File: config.mk
export PLATFORM = sky130hd
export DESIGN_NAME = t5_seq_flat
export DESIGN_NICKNAME = d
export VERILOG_FILES = /design/src/rtl/t5_seq_if.sv /design/src/rtl/t5_seq.sv /design/src/flat_wrapper.sv
export SDC_FILE = /design/constraint.sdc
export NUM_CORES = 1
export LEC_CHECK = 0
export CAP_MARGIN = 30
export CELL_PAD_IN_SITES_DETAIL_PLACEMENT = 2
export CELL_PAD_IN_SITES_GLOBAL_PLACEMENT = 2
export CORE_MARGIN = 8
export CORE_UTILIZATION = 31
export CTS_BUF_LIST = sky130_fd_sc_hd__clkbuf_4 sky130_fd_sc_hd__clkbuf_8
export CTS_CLUSTER_SIZE = 30
export DETAILED_ROUTE_END_ITERATION = 7
export GPL_TIMING_DRIVEN = 0
export HOLD_SLACK_MARGIN = 0.02
export PLACE_DENSITY = 0.93
export SLEW_MARGIN = 40
export SYNTH_ARGS = -nofsm -noshare
export SYNTH_HDL_FRONTEND = slang
export SYNTH_SLANG_ARGS = --single-unit
File: constraint.sdc
create_clock -name sclk -period 5.85 [get_ports sclk]
set_input_delay 1.4625 -clock sclk [delete_from_list [all_inputs] [get_ports sclk]]
set_output_delay 1.4625 -clock sclk [all_outputs]
set_load 0.03 [all_outputs]
File: src/rtl/t5_seq_if.sv
// t5_seq pipeline-sequencer bundle.
// The master side drives the hazard/bus status; the slave side (the sequencer) returns controls.
interface t5_seq_if;
  logic        iwb_ack;
  logic        dwb_stb;
  logic        dwb_ack;
  logic        xbra;
  logic        dexc;
  logic        dcsr;
  logic        xld;
  logic [4:0]  xrd;
  logic [4:0]  rs1a;
  logic [4:0]  rs2a;
  logic        sena;
  logic        sexe;
  logic        sbub;
  logic        sflush;
  logic        strap;
  logic [2:0]  sstate;
  logic [15:0] sstall;

  modport master (
    output iwb_ack, dwb_stb, dwb_ack, xbra, dexc, dcsr,
    output xld, xrd, rs1a, rs2a,
    input  sena, sexe, sbub, sflush, strap, sstate, sstall
  );

  modport slave (
    input  iwb_ack, dwb_stb, dwb_ack, xbra, dexc, dcsr,
    input  xld, xrd, rs1a, rs2a,
    output sena, sexe, sbub, sflush, strap, sstate, sstall
  );
endinterface

File: src/rtl/t5_seq.sv
// t5_seq: pipeline sequencer FSM (stall, bubble, flush, trap, CSR serialise).
// Outputs are registered from the next-state decode, so they track the state reg.
module t5_seq #(
  parameter int unsigned FLUSH_CYC = 2,
  parameter int unsigned CSR_CYC   = 3
) (
  input logic     sclk,
  input logic     srst,
  t5_seq_if.slave bus
);

  typedef enum logic [2:0] {
    RUN   = 3'd0,
    IWAIT = 3'd1,
    DWAIT = 3'd2,
    HAZ   = 3'd3,
    FLUSH = 3'd4,
    TRAP  = 3'd5,
    CSR   = 3'd6,
    SPARE = 3'd7
  } st_t;

  localparam logic [3:0] FL_LD = 4'(FLUSH_CYC - 1);
  localparam logic [3:0] CS_LD = 4'(CSR_CYC - 1);

  st_t         state, nxt;
  logic [3:0]  cnt, cnt_nxt;
  logic        haz;
  logic [4:0]  outs;
  logic [15:0] stall;

  // {sena, sexe, sbub, sflush, strap}
  function automatic logic [4:0] dec(st_t s);
    logic [4:0] o;
    o = 5'b00000;
    unique case (s)
      RUN:     o = 5'b11000;
      IWAIT:   o = 5'b01100;
      DWAIT:   o = 5'b00000;
      HAZ:     o = 5'b01100;
      FLUSH:   o = 5'b11010;
      TRAP:    o = 5'b00001;
      CSR:     o = 5'b01100;
      default: o = 5'b00000;
    endcase
    return o;
  endfunction

  assign haz = bus.xld & (bus.xrd != 5'd0) &
               ((bus.xrd == bus.rs1a) | (bus.xrd == bus.rs2a));

  always_comb begin
    nxt     = state;
    cnt_nxt = cnt;
    unique case (state)
      RUN: begin
        if (bus.dwb_stb & !bus.dwb_ack) begin
          nxt = DWAIT;
        end else if (bus.xbra) begin
          nxt     = FLUSH;
          cnt_nxt = FL_LD;
        end else if (bus.dexc) begin
          nxt = TRAP;
        end else if (haz) begin
          nxt = HAZ;
        end else if (bus.dcsr) begin
          nxt     = CSR;
          cnt_nxt = CS_LD;
        end else if (!bus.iwb_ack) begin
          nxt = IWAIT;
        end
      end
      IWAIT: begin
        if (bus.xbra) begin
          nxt     = FLUSH;
          cnt_nxt = FL_LD;
        end else if (bus.iwb_ack) begin
          nxt = RUN;
        end
      end
      DWAIT: begin
        if (bus.dwb_ack) begin
          if (bus.xbra) begin
            nxt     = FLUSH;
            cnt_nxt = FL_LD;
          end else begin
            nxt = RUN;
          end
        end
      end
      HAZ: nxt = RUN;
      TRAP: begin
        nxt     = FLUSH;
        cnt_nxt = FL_LD;
      end
      FLUSH: begin
        if (bus.xbra) begin
          cnt_nxt = FL_LD;
        end else if (cnt == 4'd0) begin
          nxt = RUN;
        end else begin
          cnt_nxt = cnt - 4'd1;
        end
      end
      CSR: begin
        if (cnt == 4'd0) begin
          nxt = RUN;
        end else begin
          cnt_nxt = cnt - 4'd1;
        end
      end
      default: nxt = RUN;
    endcase
  end

  always_ff @(posedge sclk or negedge srst) begin
    if (!srst) begin
      state <= FLUSH;
      cnt   <= FL_LD;
      outs  <= dec(FLUSH);
      stall <= 16'd0;
    end else begin
      state <= nxt;
      cnt   <= cnt_nxt;
      outs  <= dec(nxt);
      if (!outs[4] && stall != 16'hFFFF) begin
        stall <= stall + 16'd1;
      end
    end
  end

  assign bus.sena   = outs[4];
  assign bus.sexe   = outs[3];
  assign bus.sbub   = outs[2];
  assign bus.sflush = outs[1];
  assign bus.strap  = outs[0];
  assign bus.sstate = state;
  assign bus.sstall = stall;

endmodule

File: src/flat_wrapper.sv
// flat-port wrapper written by rule: the top's interface ports become plain ports
module t5_seq_flat 
#(
  parameter int unsigned FLUSH_CYC = 2,
  parameter int unsigned CSR_CYC   = 3
)
  (sclk, srst, bus_iwb_ack, bus_dwb_stb, bus_dwb_ack, bus_xbra, bus_dexc, bus_dcsr, bus_xld, bus_xrd, bus_rs1a, bus_rs2a, bus_sena, bus_sexe, bus_sbub, bus_sflush, bus_strap, bus_sstate, bus_sstall);
  t5_seq_if bus_i ();
  input logic sclk;
  input logic srst;
  input wire logic [$bits(bus_i.iwb_ack)-1:0] bus_iwb_ack;
  input wire logic [$bits(bus_i.dwb_stb)-1:0] bus_dwb_stb;
  input wire logic [$bits(bus_i.dwb_ack)-1:0] bus_dwb_ack;
  input wire logic [$bits(bus_i.xbra)-1:0] bus_xbra;
  input wire logic [$bits(bus_i.dexc)-1:0] bus_dexc;
  input wire logic [$bits(bus_i.dcsr)-1:0] bus_dcsr;
  input wire logic [$bits(bus_i.xld)-1:0] bus_xld;
  input wire logic [$bits(bus_i.xrd)-1:0] bus_xrd;
  input wire logic [$bits(bus_i.rs1a)-1:0] bus_rs1a;
  input wire logic [$bits(bus_i.rs2a)-1:0] bus_rs2a;
  output wire logic [$bits(bus_i.sena)-1:0] bus_sena;
  output wire logic [$bits(bus_i.sexe)-1:0] bus_sexe;
  output wire logic [$bits(bus_i.sbub)-1:0] bus_sbub;
  output wire logic [$bits(bus_i.sflush)-1:0] bus_sflush;
  output wire logic [$bits(bus_i.strap)-1:0] bus_strap;
  output wire logic [$bits(bus_i.sstate)-1:0] bus_sstate;
  output wire logic [$bits(bus_i.sstall)-1:0] bus_sstall;
  assign bus_i.iwb_ack = bus_iwb_ack;
  assign bus_i.dwb_stb = bus_dwb_stb;
  assign bus_i.dwb_ack = bus_dwb_ack;
  assign bus_i.xbra = bus_xbra;
  assign bus_i.dexc = bus_dexc;
  assign bus_i.dcsr = bus_dcsr;
  assign bus_i.xld = bus_xld;
  assign bus_i.xrd = bus_xrd;
  assign bus_i.rs1a = bus_rs1a;
  assign bus_i.rs2a = bus_rs2a;
  assign bus_sena = bus_i.sena;
  assign bus_sexe = bus_i.sexe;
  assign bus_sbub = bus_i.sbub;
  assign bus_sflush = bus_i.sflush;
  assign bus_strap = bus_i.strap;
  assign bus_sstate = bus_i.sstate;
  assign bus_sstall = bus_i.sstall;
  t5_seq #(.FLUSH_CYC(FLUSH_CYC), .CSR_CYC(CSR_CYC)) u_core (.sclk(sclk), .srst(srst), .bus(bus_i));
endmodule
==> impl_metrics.json, run 1 <==
{
  "fin_crit_ps": 3520,
  "drive_gt1_frac": 0.100,
  "drc": 0,
  "via_count": 1517,
  "area_growth_pct": 38.1,
  "yosys.cell_types.count": 45,
  "max_freq_ghz": 0.284,
  "p_per_area_nw_per_um2": 403,
  "final_max_slew_viol_count": 0,
  "setup_tns_ps": 0,
  "die_h_um": 88.7,
  "io_pins": 48,
  "arrival_ps": 3740,
  "drt_iter0_markers": 63,
  "busiest_layer": "met2",
  "cp.required_ps": 6070,
  "drt_wl_total_um": 5510,
  "relSlewSlack": 0.477,
  "start_util": 0.321,
  "cts_resized": 0,
  "cts_buffers": 3,
  "crit_fanout": 5,
  "yosysSeqAreaShare": 0.431,
  "period_share": 0.602,
  "rows": 26,
  "grtUsageMet1": 0.164,
  "grt_max_degree": 29,
  "fp.dieW_um": 88.7,
  "clkSinkCount": 28,
  "layout_setup_ws_ps": 2330,
  "crit_path_end_kind": "flip-flop",
  "die_area_sq_um": 7870,
  "fin_util": 0.443,
  "vdd_drop_max_mv": 0.155,
  "final_antenna_net_count": 0,
  "pre_cts_ws_ps": 2040,
  "ys_seq_elements": 28,
  "portBuffers": 47,
  "grt_pass1_vias": 1762,
  "clock-root-buffer": "clkbuf_8",
  "htree_levels": 1,
  "placedCellCount": 286,
  "clock_skew_ps": 4.97,
  "drt-wirelength-per-cell_um": 19.0,
  "instances_no_fill": 290,
  "hold_buffers": 0,
  "synth_warnings": 0,
  "coreArea_sq_um": 5110,
  "finalHoldViolCount": 0,
  "synthArstFlopShare": 1.00,
  "fillCellCount": 557,
  "cts.clk_slew.worst_paths_ps": 100,
  "syn_area_sq_um": 1640,
  "grtUsageTotal": 0.149,
  "syn-instance-count": 169,
  "post-cts-setup-buffers": 0,
  "dp_hpwl_um": 4500,
  "use_met3": 0.0149,
  "rrSetupSlack_ps": 3550,
  "outcome": "completed",
  "cts_buffer_depth": 2,
  "maxCapViolations": 0,
  "startpoint_type": "input pin",
  "leakagePower_nw": 0.922,
  "synth_nets": 195,
  "cts_tree": "built",
  "firstDrtPassIters": 4,
  "antenna_found_initial": 0,
  "worst_slew_pin_slew_ps": 777,
  "nets": 247,
  "rsz0062_at_grt": "false",
  "setup_viol": 0,
  "synth-main-ff-cell": "dfrtp_1",
  "num_antenna_cells": 0,
  "synth-edff-count": 0,
  "use_met2": 0.287,
  "hold_class": "reg -> reg",
  "grt_pass1_wl_um": 9070,
  "crit_type": "in -> reg",
  "grt-ovfl-total": 0,
  "gp_congestion": 0.807,
  "clock_latency_ps": 280,
  "syn_avg_cell_area_sq_um": 9.70,
  "via_per_inst": 5.23
}
## power by group
part           leakage (nW)  switching [mW]  internal, mW
combinational         0.524           0.258         0.188
clock                0.0357          0.0683        0.0918
sequential            0.363          0.0529         0.252
## critical path, cell delays in order
cell	delay, ps
clkdlybuf4s50_1	540
xnor2_1	140
nand3_1	120
o22ai_1	450
a21oi_1	180
a311oi_2	520
mux2_4	340
## cell usage in the layout, fill, tap and decap left out, types with 2 or more instances in the layout
master           netlist  final
nor2_1                14     14
a21oi_1                6      6
dfrtp_1               23     23
clkdlybuf4s50_1        0     46
o22a_1                 2      2
nand4_1                4      4
a21o_1                 2      2
o21ai_0                4      4
xnor2_1               22     22
inv_1                  7      7
ha_1                   2      2
dfstp_2                5      5
nand2_1               18     18
o22ai_1                2      2
clkbuf_8               2      5
nor2b_1                2      2
or2b_2                 2      2
o21a_1                 2      2
and3_1                 2      2
nor4_1                 3      3
or3_1                  2      2
nor3_1                 5      5
nand4b_1               2      2
nand3_1               12     12
xor2_1                 3      3
## sequential cells by signal, indices dropped and copies added (netlist names)
| signal | count |
|---|---|
| u_core.bus.sstate | 3 |
| u_core.cnt | 4 |
| u_core.outs | 5 |
| u_core.bus.sstall | 16 |
## area by class of cell
type                            instances  area [sq um]  share of cell area
Sequential cell                        28           707               0.312
Inverter                                7          26.3              0.0116
Multi-Input combinational cell        131           871               0.385
Tap cell                               70          87.6              0.0387
Timing Repair Buffer                   47           465               0.206
Buffer                                  3          35.0              0.0155
Clock buffer                            3          41.3              0.0182
Clock inverter                          1          30.0              0.0133
## through the flow
stage / cell area, sq um / hold WS [ps] / power [mW]
2_1_floorplan: 1640 / 490 / 0.577
3_3_place_gp: 2200 / 482 / 0.726
3_5_place_dp: 2190 / 501 / 0.757
4_1_cts: 2260 / 516 / 0.922
5_1_grt: 2260 / 529 / 0.961
6_report: 2260 / 513 / 0.911
## per-layer routing
metal | share of wire | wire length, um | vias up
li1 | - | - | 704
met2 | 0.56 | 3100 | 23
met5 | 0 | 0 | -
met3 | 0.020 | 112 | 6
met4 | 0.013 | 71 | 0
met1 | 0.40 | 2230 | 784
## worst paths after layout
check                                       from                     to  depth (start not counted)
min                        u_core.bus.sstall[11]  u_core.bus.sstall[11]                          1
max reg2reg                 u_core.bus.sstate[0]         u_core.outs[3]                          6
max in group asynchronous                   srst         u_core.outs[0]                          1
min reg2reg                u_core.bus.sstall[11]  u_core.bus.sstall[11]                          1
max                                   bus_xrd[0]         u_core.outs[3]                          7
min in group asynchronous                   srst          u_core.cnt[3]                          1
## Yosys cell counts (2+ instances only)
library cell   n  area [sq um]
a21oi_1        6          30.0
a21o_1         2          15.0
nand4_1        4          25.0
nor3_1         5          25.0
nor4_1         3          18.8
dfstp_2        5           131
or2b_2         2          17.5
nand3_1       12          60.1
ha_1           2          25.0
o22ai_1        2          12.5
clkbuf_8       2          27.5
o22a_1         2          17.5
xnor2_1       22           193
and3_1         2          12.5
inv_1          7          26.3
nand4b_1       2          17.5
nor2b_1        2          12.5
o21a_1         2          15.0
xor2_1         3          26.3
dfrtp_1       23           576
or3_1          2          12.5
nor2_1        14          52.6
nand2_1       18          67.6
o21ai_0        4          20.0
## kinds of logic (layout without fill, tap and decap cells)
logic type	Yosys count	after routing	share of synthesized area
flip-flops	28	28	0.431
buffers and inverters	10	61	0.0374
adder cells (fa/ha/maj)	2	2	0.0153
XOR/XNOR	25	25	0.134
AND/OR/NAND/NOR	70	70	0.215
multiplexers	2	2	0.0153
AO/OA/AOI/OAI	32	32	0.153
Power figures use the tool's default switching activity.
==> inputs of run 2 (changes only) <==
--- a/config.mk
+++ b/config.mk
@@ -9,13 +9,13 @@
 export CELL_PAD_IN_SITES_DETAIL_PLACEMENT = 2
 export CELL_PAD_IN_SITES_GLOBAL_PLACEMENT = 2
 export CORE_MARGIN = 8
-export CORE_UTILIZATION = 31
+export CORE_UTILIZATION = 29
 export CTS_BUF_LIST = sky130_fd_sc_hd__clkbuf_4 sky130_fd_sc_hd__clkbuf_8
 export CTS_CLUSTER_SIZE = 30
 export DETAILED_ROUTE_END_ITERATION = 7
 export GPL_TIMING_DRIVEN = 0
 export HOLD_SLACK_MARGIN = 0.02
-export PLACE_DENSITY = 0.93
+export PLACE_DENSITY = 0.88
 export SLEW_MARGIN = 40
 export SYNTH_ARGS = -nofsm -noshare
 export SYNTH_HDL_FRONTEND = slang
==> constraint.sdc (replaced) <==
create_clock -name sclk -period 3.39 [get_ports sclk]
set_input_delay 0.8475 -clock sclk [delete_from_list [all_inputs] [get_ports sclk]]
set_output_delay 0.8475 -clock sclk [all_outputs]
set_load 0.03 [all_outputs]
==> run 2 against run 1 <==
  * Critical path depth did not move
  * Sequential share of layout area rose by 0.28 points
  * Setup slack got worse by 1800 ps
  * Register-to-register slack got worse by 2500 ps
  * Global-route usage fell by 1.9 points
  * First-iteration DRC count rose by 9.5%
  * Critical path type unchanged
  * Largest cell class unchanged
==> impl_metrics.json, run 2 (synthesis gave the netlist of run 1 again) <==
{
  "period_share": 0.849,
  "fin_crit_ps": 2880,
  "min_path_cells": 1,
  "drc": 0,
  "drt_wl_total_um": 5390,
  "p_per_area_nw_per_um2": 659,
  "max_freq_ghz": 0.347,
  "r2r_end": "u_core.bus.sstall[13]",
  "nets": 247,
  "worst_slew_pin_slew_ps": 712,
  "vdd_drop_max_mv": 0.327,
  "post-cts-setup-buffers": 0,
  "p_clk_frac": 0.130,
  "fp.dieW_um": 91.2,
  "min_from": "u_core.bus.sstall[11]",
  "layout_commonest_cell": "clkdlybuf4s50_1",
  "start_util": 0.299,
  "clock-root-buffer": "clkbuf_8",
  "clock_skew_ps": 11.8,
  "crit_type": "in -> reg",
  "cts.clk_slew.worst_paths_ps": 100,
  "dp_hpwl_um": 4430,
  "htree_levels": 1,
  "grt_pass1_wl_um": 8900,
  "finalHoldViolCount": 0,
  "area_growth_pct": 36.9,
  "via_per_inst": 5.07,
  "setup_viol": 0,
  "hold_buffers": 0,
  "rows": 27,
  "drt_iter0_markers": 69,
  "grt-ovfl-total": 0,
  "clkSinkCount": 28,
  "outcome": "completed",
  "cts_buffer_depth": 2,
  "grt_max_degree": 29,
  "num_antenna_cells": 0,
  "whs_endpoint": "u_core.bus.sstall[11]",
  "cts_resized": 0,
  "gp_congestion": 0.766,
  "drive_gt1_frac": 0.100,
  "finalPower_mw": 1.48,
  "grt_pass1_vias": 1686,
  "hold_class": "reg -> reg",
  "antenna_found_initial": 0,
  "drt-wirelength-per-cell_um": 18.5,
  "relSlewSlack": 0.522,
  "reg2reg_from": "u_core.bus.sstall[0]",
  "startpoint_type": "input pin",
  "portBuffers": 47,
  "p_switching_mw": 0.628,
  "final_cell_mix": "46 x clkdlybuf4s50_1, 23 x dfrtp_1, 22 x xnor2_1",
  "die_h_um": 91.2,
  "combPwrFrac": 0.516,
  "setup_tns_ps": 0,
  "cp-startpoint": "bus_xrd[4]",
  "reg2reg_depth": 7,
  "crit_path_end_kind": "flip-flop",
  "maxCapViolations": 0,
  "cts_buffers": 3,
  "largest_register_ffs": 16,
  "io_pins": 48,
  "rrSetupSlack_ps": 1090,
  "coreArea_sq_um": 5470,
  "arrival_ps": 3080,
  "rsz0062_at_grt": "false",
  "p_int_mw": 0.852,
  "final_antenna_net_count": 0,
  "die_area_sq_um": 8310,
  "clock_latency_ps": 280,
  "cts_tree": "built",
  "firstDrtPassIters": 4,
  "leakagePower_nw": 0.913,
  "via_count": 1481,
  "final_max_slew_viol_count": 0,
  "seqPwrFrac": 0.354,
  "switching_share": 0.424,
  "crit_fanout": 5,
  "cp.required_ps": 3590,
  "grtUsageTotal": 0.130
}
==> run 2: routing by layer <==
layer | up-vias | global-route usage | part of all wire | wire [um]
li1 | 713 | - | - | -
met1 | 741 | 0.148 | 0.42 | 2240
met2 | 19 | 0.242 | 0.55 | 2940
met3 | 8 | 0.0247 | 0.019 | 103
met4 | 0 | 0.0286 | 0.019 | 102
met5 | - | 0 | 0 | 0
==> run 2: power groups by stage <==
stage	Clock, mW	Sequential, mW	Combinational, mW
6_report	0.193	0.524	0.763
5_1_grt	0.214	0.536	0.830
4_1_cts	0.199	0.525	0.776
3_5_place_dp	0	0.531	0.770
3_3_place_gp	0	0.527	0.728
2_1_floorplan	0	0.635	0.361
==> run 2: critical path, stage by stage <==
cell,delay (ps)
clkdlybuf4s50_1,530
xnor2_1,140
nand3_1,100
o22ai_1,420
a21oi_1,170
a311oi_2,540
mux2_4,340
==> run 2: final cells by class <==
cell class	count	area (sq um)
multi-input combinational	131	871
tap	72	90.1
fill	611	3230
buffer	3	35.0
inverter	7	26.3
clock buffer	4	48.8
sequential	28	707
timing repair buffer	47	465
==> run 2: per-stage QoR <==
stage	utilization	cell area [sq um]	hold slack (ps)	setup WS, ps	std cells
after global placement	0.402	2200	493	255	288
after detailed placement	0.401	2190	507	233	288
after floorplan	-	1640	490	883	169
final	0.410	2240	520	512	292
after CTS	0.410	2240	519	512	292
after global routing	0.410	2240	538	351	292
==> run 2: worst max path at each step <==
stage	slack, ps	depth (start not counted)	endpoint
after CTS	510	7	u_core.outs[3]
after detailed placement	230	7	u_core.outs[3]
after global placement	260	7	u_core.outs[3]
after floorplan	880	6	u_core.outs[3]
final	510	7	u_core.outs[3]
after global routing	350	7	u_core.outs[3]
==> inputs of run 3 (changes only) <==
==> constraint.sdc (replaced) <==
create_clock -name sclk -period 2.9 [get_ports sclk]
set_input_delay 0.725 -clock sclk [delete_from_list [all_inputs] [get_ports sclk]]
set_output_delay 0.725 -clock sclk [all_outputs]
set_load 0.03 [all_outputs]
==> run 3 against run 2 <==
  * Largest power group unchanged
  * Via count shrank 0.27%
  * Non-clock buffer count unchanged
  * Cell area is 0.50% higher
  * Utilization grew 0.21 points
  * Flip-flop and latch count unchanged
  * Combinational power increased by 19%
  * Largest cell class unchanged
  * Sequential power up 17%
  * Hold slack got worse by 69 ps
  * Critical endpoint unchanged
  * Die area did not move
  * Register-to-register slack got worse by 480 ps
  * Wire length up 1.1%
  * Critical path depth unchanged
==> impl_metrics.json, run 3 (synthesis gave the netlist of run 1 again) <==
{
  "final_antenna_net_count": 0,
  "hold_slack_ps": 451,
  "max_freq_ghz": 0.366,
  "rows": 27,
  "layout_commonest_cell": "clkdlybuf4s50_1",
  "start_util": 0.299,
  "drive_gt1_frac": 0.100,
  "multi_input_area_sq_um": 882,
  "fin_util": 0.412,
  "htree_levels": 1,
  "final_cell_mix": "46 x clkdlybuf4s50_1, 23 x dfrtp_1, 22 x xnor2_1",
  "setup_tns_ps": 0,
  "num_antenna_cells": 0,
  "p_switching_mw": 0.746,
  "hold_buffers": 0,
  "portBuffers": 47,
  "relSlewSlack": 0.522,
  "worst_slew_pin_slew_ps": 711,
  "combPwrFrac": 0.520,
  "final_max_slew_viol_count": 0,
  "grt_pass1_vias": 1686,
  "cp_top_family": "compound AO/OA/AOI/OAI gates",
  "period_share": 0.943,
  "clock_latency_ps": 280,
  "via_per_inst": 5.06,
  "drt-wirelength-per-cell_um": 18.7,
  "post-cts-setup-buffers": 0,
  "seq_area_sq_um": 707,
  "arrival_ps": 2940,
  "seqPwrFrac": 0.351,
  "rsz0062_at_grt": "false",
  "drt_iter0_markers": 63,
  "crit_path_end_kind": "flip-flop",
  "setup_viol": 0,
  "grtUsageMet1": 0.148,
  "busiest_layer": "met2",
  "critPathBufInv": 1,
  "drt_wl_total_um": 5460,
  "clock_skew_ps": 10.7,
  "p_int_mw": 1.00,
  "fp.dieW_um": 91.2,
  "vdd_drop_max_mv": 0.383,
  "placedCellCount": 288,
  "via_count": 1477,
  "die_h_um": 91.2,
  "p_clk_frac": 0.129,
  "gp_congestion": 0.766,
  "crit_chain": "clkdlybuf4s50_1 > or4_1 > o21a_1 > o311a_1 > o22ai_4 > nand2_2 > mux2_4",
  "use_met2": 0.242,
  "cp.required_ps": 3100,
  "fin_crit_ps": 2740,
  "firstDrtPassIters": 4,
  "grt_pass1_wl_um": 8900,
  "cp_slowest_stage_delay_ps": 560,
  "switching_share": 0.427,
  "fillCellCount": 601,
  "cp_slowest_cell": "or4_1",
  "outcome": "completed",
  "die_area_sq_um": 8310,
  "io_pins": 48,
  "area_growth_pct": 37.6,
  "cts.clk_slew.worst_paths_ps": 100,
  "dp_hpwl_um": 4430,
  "crit_fanout": 5,
  "maxCapViolations": 0,
  "startpoint_type": "input pin",
  "grt_max_degree": 29,
  "largest_register_ffs": 16,
  "clkSinkCount": 28,
  "nets": 247,
  "use_met3": 0.0247,
  "grt-ovfl-total": 0,
  "drc": 0,
  "grtUsageTotal": 0.130,
  "cts_tree": "built",
  "crit_type": "in -> reg",
  "leakagePower_nw": 0.914,
  "p_per_area_nw_per_um2": 775,
  "cts_buffers": 3,
  "instances_no_fill": 292,
  "pre_cts_ws_ps": -135,
  "clock-root-buffer": "clkbuf_8",
  "antenna_found_initial": 0,
  "cts_buffer_depth": 2,
  "layout_setup_ws_ps": 165,
  "coreArea_sq_um": 5470,
  "hold_class": "in -> async",
  "finalHoldViolCount": 0
}
==> run 3: area by class of cell <==
cell class                      instances  area share
Timing Repair Buffer                   47       0.206
Buffer                                  3      0.0155
Multi-Input combinational cell        131       0.391
Clock buffer                            4      0.0216
Sequential cell                        28       0.314
Tap cell                               72      0.0400
Inverter                                7      0.0117
==> run 3: what timing repair did <==
item                                    in CTS  in global routing
endpoints found under the setup margin       0                  1
hold endpoints to repair                     0                  0
gates resized for setup                      0                  1
==> run 3: per-layer routing <==
metal,wire [um],share of wire
met1,2300,0.42
met2,2950,0.54
met3,94,0.017
met4,108,0.020
met5,0,0
==> run 3: through the flow <==
stage	area, sq um	power [mW]
floorplan	1640	1.16
global placement	2200	1.47
detailed placement	2190	1.52
CTS	2240	1.75
global route	2250	1.86
finish	2250	1.75
==> run 3: final timing paths <==
path | from | endpoint | slack [ps] | cells past startpoint
min reg2reg | u_core.bus.sstall[11] | u_core.bus.sstall[11] | 520 | 1
min in group sclk | u_core.bus.sstall[11] | u_core.bus.sstall[11] | 520 | 1
max | bus_xrd[0] | u_core.outs[3] | 160 | 7
max in group asynchronous | srst | u_core.bus.sstall[4] | 2020 | 1
max reg2reg | u_core.bus.sstall[0] | u_core.bus.sstall[13] | 610 | 7
min | srst | u_core.bus.sstall[9] | 450 | 1
==> run 3: power by group through the flow <==
stage	clock (mW)	sequential (mW)	combinational [mW]
after floorplan	0	0.742	0.421
after CTS	0.233	0.614	0.907
after global placement	0	0.616	0.851
after global routing	0.250	0.629	0.985
final	0.225	0.614	0.909
after detailed placement	0	0.620	0.900
